File: src/rtl/int_ctrl_pkg.sv
// rtl/int_ctrl_pkg.sv - shared constants and types for the interrupt controller
`timescale 1ns/1ps
package int_ctrl_pkg;

  localparam int N_SRC_DEF = 6;

  localparam logic [1:0] ADDR_PEND  = 2'd0;
  localparam logic [1:0] ADDR_MASK  = 2'd1;
  localparam logic [1:0] ADDR_MODE  = 2'd2;
  localparam logic [1:0] ADDR_INSVC = 2'd3;

  typedef enum logic [1:0] {
    ST_IDLE    = 2'd0,
    ST_REQ     = 2'd1,
    ST_SERVICE = 2'd2
  } state_t;

endpackage

File: src/rtl/int_ctrl_sync_edge.sv
// rtl/int_ctrl_sync_edge.sv - two-flop synchronizer with rising-edge detect
`timescale 1ns/1ps
module sync_edge (
  input  logic clk,
  input  logic rst,
  input  logic din,
  output logic level,
  output logic rise
);

  logic meta;
  logic sync;
  logic sync_d;

  // Two metastability flops, plus one delay stage for edge detection.
  always_ff @(posedge clk) begin
    if (rst) begin
      meta   <= 1'b0;
      sync   <= 1'b0;
      sync_d <= 1'b0;
    end else begin
      meta   <= din;
      sync   <= meta;
      sync_d <= sync;
    end
  end

  assign level = sync;
  assign rise  = sync & ~sync_d;

endmodule

File: src/rtl/int_ctrl.sv
// rtl/int_ctrl.sv - prioritised interrupt controller presenting one-hot HWInt to CP0
`timescale 1ns/1ps
module int_ctrl
  import int_ctrl_pkg::*;
#(
  parameter int N_SRC = N_SRC_DEF
) (
  input  logic             clk,
  input  logic             rst,
  input  logic [N_SRC-1:0] src,
  input  logic [1:0]       addr,
  input  logic             we,
  input  logic [31:0]      wdata,
  output logic [31:0]      rdata,
  input  logic             int_taken,
  input  logic             eret,
  output logic [N_SRC-1:0] hwint,
  output logic             busy
);

  logic [N_SRC-1:0] sync_lvl;
  logic [N_SRC-1:0] edge_det;
  logic [N_SRC-1:0] pend;
  logic [N_SRC-1:0] mask;
  logic [N_SRC-1:0] mode;
  logic [N_SRC-1:0] eligible;
  logic [N_SRC-1:0] win_onehot;
  logic [N_SRC-1:0] hwint_q;
  logic [N_SRC-1:0] hwint_next;
  logic [N_SRC-1:0] w1c;
  logic [N_SRC-1:0] take_clr;
  logic [2:0]       hw_id;
  logic             insvc_valid;
  logic [2:0]       insvc_id;
  logic             win_any;
  logic             take;
  logic             done;
  logic             wr_pend;
  logic             wr_mask;
  logic             wr_mode;
  logic             wr_eoi;
  logic             unused_wdata;
  state_t           state;
  state_t           state_next;

  for (genvar g = 0; g < N_SRC; g++) begin : g_sync
    sync_edge u_sync_edge (
      .clk   (clk),
      .rst   (rst),
      .din   (src[g]),
      .level (sync_lvl[g]),
      .rise  (edge_det[g])
    );
  end

  assign wr_pend = we && (addr == ADDR_PEND);
  assign wr_mask = we && (addr == ADDR_MASK);
  assign wr_mode = we && (addr == ADDR_MODE);
  assign wr_eoi  = we && (addr == ADDR_INSVC);

  assign eligible     = pend & mask;
  assign unused_wdata = ^wdata[31:N_SRC];

  // Lowest-indexed eligible source wins; src0 has the highest priority.
  always_comb begin
    win_onehot = '0;
    win_any    = 1'b0;
    for (int i = 0; i < N_SRC; i++) begin
      if (eligible[i] && !win_any) begin
        win_onehot[i] = 1'b1;
        win_any       = 1'b1;
      end
    end
  end

  // Index of the source CP0 currently sees, latched into INSVC on a take.
  always_comb begin
    hw_id = 3'd0;
    for (int i = 0; i < N_SRC; i++) begin
      if (hwint_q[i]) hw_id = 3'(i);
    end
  end

  // Next state; hwint only ever shows the live winner while in REQ.
  always_comb begin
    state_next = state;
    take       = 1'b0;
    done       = 1'b0;
    case (state)
      ST_IDLE: begin
        if (win_any) state_next = ST_REQ;
      end
      ST_REQ: begin
        if (int_taken) begin
          state_next = ST_SERVICE;
          take       = 1'b1;
        end else if (!win_any) begin
          state_next = ST_IDLE;
        end
      end
      ST_SERVICE: begin
        if (eret || wr_eoi) begin
          state_next = ST_IDLE;
          done       = 1'b1;
        end
      end
      default: state_next = ST_IDLE;
    endcase
    hwint_next = (state_next == ST_REQ) ? win_onehot : '0;
  end

  // FSM state and the registered HWInt request.
  always_ff @(posedge clk) begin
    if (rst) begin
      state   <= ST_IDLE;
      hwint_q <= '0;
    end else begin
      state   <= state_next;
      hwint_q <= hwint_next;
    end
  end

  assign w1c      = wr_pend ? wdata[N_SRC-1:0] : '0;
  assign take_clr = take ? (hwint_q & mode) : '0;

  // PEND: edge bits are sticky with W1C/take clear losing to a new edge; level bits follow the line.
  always_ff @(posedge clk) begin
    if (rst) begin
      pend <= '0;
    end else begin
      pend <= (mode & ((pend & ~w1c & ~take_clr) | edge_det)) | (~mode & sync_lvl);
    end
  end

  // MASK and MODE bus registers.
  always_ff @(posedge clk) begin
    if (rst) begin
      mask <= '0;
      mode <= '0;
    end else begin
      if (wr_mask) mask <= wdata[N_SRC-1:0];
      if (wr_mode) mode <= wdata[N_SRC-1:0];
    end
  end

  // INSVC records the taken source until eret or EOI.
  always_ff @(posedge clk) begin
    if (rst) begin
      insvc_valid <= 1'b0;
      insvc_id    <= 3'd0;
    end else if (take) begin
      insvc_valid <= 1'b1;
      insvc_id    <= hw_id;
    end else if (done) begin
      insvc_valid <= 1'b0;
    end
  end

  // Combinational register read, zero-extended.
  always_comb begin
    rdata = '0;
    case (addr)
      ADDR_PEND:  rdata[N_SRC-1:0] = pend;
      ADDR_MASK:  rdata[N_SRC-1:0] = mask;
      ADDR_MODE:  rdata[N_SRC-1:0] = mode;
      ADDR_INSVC: rdata[3:0]       = {insvc_valid, insvc_id};
      default:    rdata            = '0;
    endcase
  end

  assign hwint = hwint_q;
  assign busy  = (state == ST_SERVICE);

endmodule

File: config.mk
export PLATFORM = sky130hd
export DESIGN_NAME = int_ctrl
export DESIGN_NICKNAME = d
export VERILOG_FILES = /design/src/rtl/int_ctrl_pkg.sv /design/src/rtl/int_ctrl_sync_edge.sv /design/src/rtl/int_ctrl.sv
export SDC_FILE = /design/constraint.sdc
export NUM_CORES = 1
export LEC_CHECK = 0
export CAP_MARGIN = 20
export CORE_UTILIZATION = 43
export DETAILED_ROUTE_END_ITERATION = 8
export PLACE_DENSITY = 0.84
export SYNTH_ARGS = -nofsm -noshare
export SYNTH_HDL_FRONTEND = slang
export SYNTH_SLANG_ARGS = --single-unit
File: constraint.sdc
create_clock -name clk -period 1.41 [get_ports clk]
set_clock_uncertainty 0.2 [all_clocks]
set_input_delay 0.141 -clock clk [delete_from_list [all_inputs] [get_ports clk]]
set_output_delay 0.141 -clock clk [all_outputs]
set_load 0.05 [all_outputs]
# Yosys cells after proc, flatten, opt, wreduce, memory -nomap -nowiden
# Index checks and enable logic that the tools add are counted.
[totals] register_bits=48 inputBits=45 output_inout_bits=39 wordCells=105
[classes] eq_ne=6 muxes=31 bitwise=24 reduce_logical=19
[op_table] operator="6-bit AND" count=6
[op_table] operator="1-bit 2-to-1 mux" count=18
[op_table] operator="6-bit inverter" count=3
[op_table] operator="4-bit case mux with 4 select lines" count=1
[op_table] operator="3-bit 2-to-1 mux" count=4
[op_table] operator="6-bit 2-to-1 mux" count=2
[op_table] operator="6-bit bitwise OR" count=2
[op_table] operator="2-bit case mux with 3 select lines" count=2
[op_table] operator="1-bit logical AND" count=9
[op_table] operator="2-bit 2-to-1 mux" count=4
[op_table] operator="1-bit inverter" count=7
[op_table] operator="1-bit AND" count=6
[op_table] operator="2-bit by 1-bit equality test with 1-bit output, second input constant" count=3
[op_table] operator="2-bit equality test, second input constant" count=3
[op_table] operator="1-bit logical NOT" count=5
[op_table] operator="2-bit logical NOT" count=2
[op_table] operator="2-bit nonzero test" count=1
[op_table] operator="2-bit OR reduction" count=1
[op_table] operator="1-bit logical OR" count=1

# Logic depth before layout (Yosys ltp)
[logic_depth] word_depth=23 ltp_mapped=5 depth_no_buf=3

# Hierarchy
# A second synthesis with hierarchy kept.
[hier_totals] hier_cells=214 area_unflattened_um2=2120.8
[by_module_without_submodules] module="int_ctrl" n_inst=1 cells_each=172 area_per_inst_um2=1595.3 seq_area_each_um2=600.6
[by_module_without_submodules] module="sync_edge" n_inst=6 cells_each=7 area_per_inst_um2=87.6 seq_area_each_um2=60.1

# Least setup slack after synthesis
# OpenSTA, ideal clock, no wires.
[synth_path] path_type="register -> output" startpoint="register mask[4]" endpoint="output rdata[4]" t_arrival_ps=1478 t_required_ps=1069 slack_ps=-409 path_stages_with_launch=3 path_buffers=0 cell_sequence="dfxtp_1 > mux2i_1 > o21ai_0"
[synth_via] elab_chain_cells=1
[synth_lines] element="start: declaration" line_no="int_ctrl.sv:24" text="logic [N_SRC-1:0] mask;"
[synth_lines] element="start signal: assignment" line_no="int_ctrl.sv:141" text="if (wr_mask) mask <= wdata[N_SRC-1:0];"
[synth_lines] element="2-bit case mux with 3 select lines" line_no="int_ctrl.sv:162" text="case (addr)"
[synth_lines] element="end: declaration" line_no="int_ctrl.sv:14" text="output logic [31:0] rdata,"
# Every way passes these cells.

# Worst setup path in the final report
[layout_path] startpoint="register insvc_id[1]" endpoint="output rdata[1]"
[layout_via] elab_chain_cells=1
[layout_lines] element="start: declaration" line_no="int_ctrl.sv:34" text="logic [2:0] insvc_id;"
[layout_lines] element="start signal: assignment" line_no="int_ctrl.sv:153" text="insvc_id <= hw_id;"
[layout_lines] element="4-bit case mux with 4 select lines" line_no="int_ctrl.sv:162"
# Every way passes these cells.

==> results.env <==
RUN_STATUS='finished, violations left'
FAILED_CHECKS='setup timing'
RRSETUPSLACK_NS=-0.07
DIE_W_UM=71.6
CLOCK_TREE.ROOT_CELL='clkbuf_8'
VIA_PER_INST=4.87
GRT.MET1_USAGE_PCT=23.3
FINAL.SETUP.WORST_SLACK_NS=-0.208
AREA_FRACTION_IN_COMPOUND_GATES_AFTER_SYNTHESIS_PCT=11.1
NUM_IO_PINS=84
POST_SYNTH_AND_OR_NAND_NOR_AREA_FRACTION_PCT=21.0
POSTSYNTH.TOPFLOPCELL='dfxtp_1'
CLOCK_TREE.BUFFER_DEPTH=2
SYNTH.DISTINCT_CELLS=34
POST_SYNTH_INSTANCE_AREA_SQ_MM=0.00209
NUMBER_OF_GLOBAL_ROUTE_VIAS_BEFORE_REPAIR=1487
N_FILL_CELL=353
SW_FRAC_OF_TOTAL_PCT=27.4
SYNTH_WARNINGS=0
PLACEMENT.SETUP.WORST_SLACK_NS=-0.459
DRV.MAX_CAP_VIOLATION_COUNT=0
GPL.FINAL_WEIGHTED_CONGESTION=0.843
SYNTH_FA_HA_AREA_SHARE_PCT=0
FINALHOLDVIOLCOUNT=0
SWITCHINGPOWER_mW=0.712
REQUIRED_NS=1.07
SEQ_AREA_FRAC_SYNTH_PCT=46.1
WORST_SETUP_PATH_START_KIND='register'
RSZ_0062_RAISED_AFTER_GLOBAL_ROUTING='true'
GLOBAL_ROUTE.USAGE.MET2_PCT=32.2
DESIGN.DIE.AREA_SQ_MM=0.00513
ANTENNA_VIOLATING_NETS_POST_ROUTE=0
NUM_VIAS=1628
SYNTH-ASYNC-RESET-RATIO_PCT=0
CRITICAL_PATH_CLASS='register to output port'
CELLINTERNALPOWER_mW=1.89
SYNTH-EDFF-COUNT=0
VDD.IR_DROP.WORST_mV=0.648
CLOCK_LATENCY_NS=0.30
MAXCLOCKFREQUENCY_GHz=0.618
DP_HPWL_UM=3280
YS_FF_LATCH=48
WORST_SETUP_PATH_END_KIND='output port'
GRT_START_MAX_NET_PINS=13
GRTUSAGETOTAL_PCT=18.9
P_PER_AREA_mW_PER_MM2=917
CRITPATHMAXFANOUT=2
GLOBAL_ROUTE.USAGE.MET3_PCT=4.92
CTS_TREE='yes'
MOSTFREQUENTLAYOUTCELLS='38 x buf_4, 33 x nand2_1, 30 x dfxtp_1'
DETAIL_ROUTE.DRC_VIOLATIONS=0
FINALWIRELENGTH_UM=4620
DRIVE_ABOVE_1_SHARE_PCT=34.0
SEQ_CELL_AREA_SQ_UM=983
NUM-NETS-FINAL=329
CP_DATA_ARRIVAL_TIME_NS=1.28
HOLDCRITPATHCLASS='input port to register'
POST-ROUTE-PERIOD-UTIL_PCT=115
POST_SYNTH_XOR_AREA_FRACTION_PCT=0
TIMING_MAX_TRANSITION_VIOLATIONS_FINAL=0
SYNTH.AREA.MUX_SHARE_PCT=8.16
FLOORPLAN.DIE.HEIGHT_UM=71.6
DETAILEDROUTE.FIRSTPASSITERATIONCOUNT=4
LARGEST_FAMILY_OF_LOGIC_CELLS_BY_SYNTHESIZED_AREA='simple AND/OR/NAND/NOR gates'
SYNTHCELLS=215
CLOCK-SINKS=48
POST-ROUTE-UTIL_PCT=63.0
SYN_TO_FINAL_GROWTH_PCT=36.0
MIN_DELAY_PATH_DEPTH=2
TIMING.HOLD.WS_NS=0.189
CTS.REPORTEDPATHS.CLKPINSLEW_NS=0.07
GRT_ANTENNA_BEFORE_REPAIR=0
INITIAL_UTILIZATION_PCT=46.3
R2R.WORST_PATH.CELLS=4
NUM_ANTENNA_CELLS=0
HTREEDEPTH=2
CTS_INSERTED_BUFFERS=5
FLOORPLAN_CORE_AREA_SQ_MM=0.00450
POST_DRT_WL_PER_CELL_UM=13.8
STANDARD_CELL_AREA_AFTER_DETAILED_PLACEMENT_SQ_MM=0.00256
GRT_OVERFLOW_TOTAL=0
TIMING.FINAL.CRIT_PERIOD_NS=1.62
REPORT.FINAL.SETUP_VIOL=9
GRT_MOST_USED_LAYER='met2'
MULTI_INPUT_COMB_AREA_SQ_UM=960
COMBINATIONALPOWERSHARE_PCT=17.7
IO_BUFFER_COUNT=31
GRT_FIRST_PASS_WIRELENGTH_UM=7180
HOLDBUFCOUNTCTS=0
POSTLAYOUTCELLAREA_SQ_MM=0.00284
SYN_AVG_CELL_AREA_SQ_UM=9.70
SITE_ROWS=24
POWER_LEAKAGE_nW=1.20
PWR-SHARE-CLK_PCT=27.9
LAYOUT.CELLS.MOST_COMMON='buf_4'
DRT-INITIAL-DRC-COUNT=178
SEQ_POWER_SHARE_PCT=54.3
## layer usage
| layer | wire (um) | up-vias |
|---|---|---|
| li1 | - | 813 |
| met1 | 2060 | 757 |
| met2 | 2250 | 51 |
| met3 | 252 | 7 |
| met4 | 58 | 0 |
| met5 | 0 | - |
## through the flow
stage | cells | power [mW] | setup TNS (ns)
floorplan | 240 | 1.78 | 0
global placement | 311 | 1.86 | -11.55
detailed placement | 311 | 1.86 | -11.83
CTS | 330 | 2.60 | -1.06
global route | 334 | 2.71 | -1.39
finish | 334 | 2.60 | -0.947
## worst paths after layout
path                               from                     endpoint
max reg2reg                     mask[0]                     hwint[4]
min reg2reg  g_sync[0].u_sync_edge.meta  g_sync[0].u_sync_edge.level
min                              src[5]   g_sync[5].u_sync_edge.meta
max                         insvc_id[1]                     rdata[1]
## sequential cells by signal, summed over array words and instances (netlist names)
name	count
insvc_id	3
hwint	6
g_sync.u_sync_edge.level	6
state	2
mode	6
pend	6
g_sync.u_sync_edge.sync_d	6
insvc_valid	1
g_sync.u_sync_edge.meta	6
mask	6
## cells in the mapped netlist (2+ instances only)
cell type	count	area, sq um
dfxtp_1	48	961
nand2_1	34	128
buf_4	29	218
nor2b_1	21	131
nor2_1	15	56.3
a21oi_1	8	40.0
mux2i_1	8	80.1
a211oi_1	7	52.6
nand3_1	7	35.0
a22o_1	6	52.6
buf_6	4	45.0
mux4_2	4	90.1
buf_2	2	10.0
o21ai_0	2	10.0
## power by group through the flow
stage / Combinational (mW) / Sequential, mW / Clock [mW]
global route: 0.486 / 1.42 / 0.808
finish: 0.461 / 1.41 / 0.726
detailed placement: 0.418 / 1.44 / 0
CTS: 0.452 / 1.41 / 0.740
floorplan: 0.341 / 1.44 / 0
global placement: 0.413 / 1.44 / 0
## worst max-delay path, cell delays in order, from the launching register on
cell	delay, ns
dfxtp_2	0.33
mux4_2	0.49
buf_8	0.17
## repair_timing
action                                  CTS  global route
pin swaps                                 7             3
endpoints found under the hold margin     0             0
buffers inserted                         14             4
gates resized for setup                  33             7
endpoints found under the setup margin   26            11
## area by class of cell
cell class / instances / share of cell area, %
clock buffer: 5 / 2.43
inverter: 1 / 0.132
multi-input combinational: 155 / 33.8
sequential: 48 / 34.7
tap: 52 / 2.29
timing repair buffer: 73 / 26.6
## kinds of logic (layout without fill, tap and decap cells)
kind of cell | count (synthesis) | count (layout)
other | 1 | 26
buffers and inverters | 37 | 79
AND/OR/NAND/NOR | 86 | 86
flip-flops | 48 | 48
AO/OA/AOI/OAI | 31 | 31
multiplexers | 12 | 12
(Power assumes the default switching activity.)
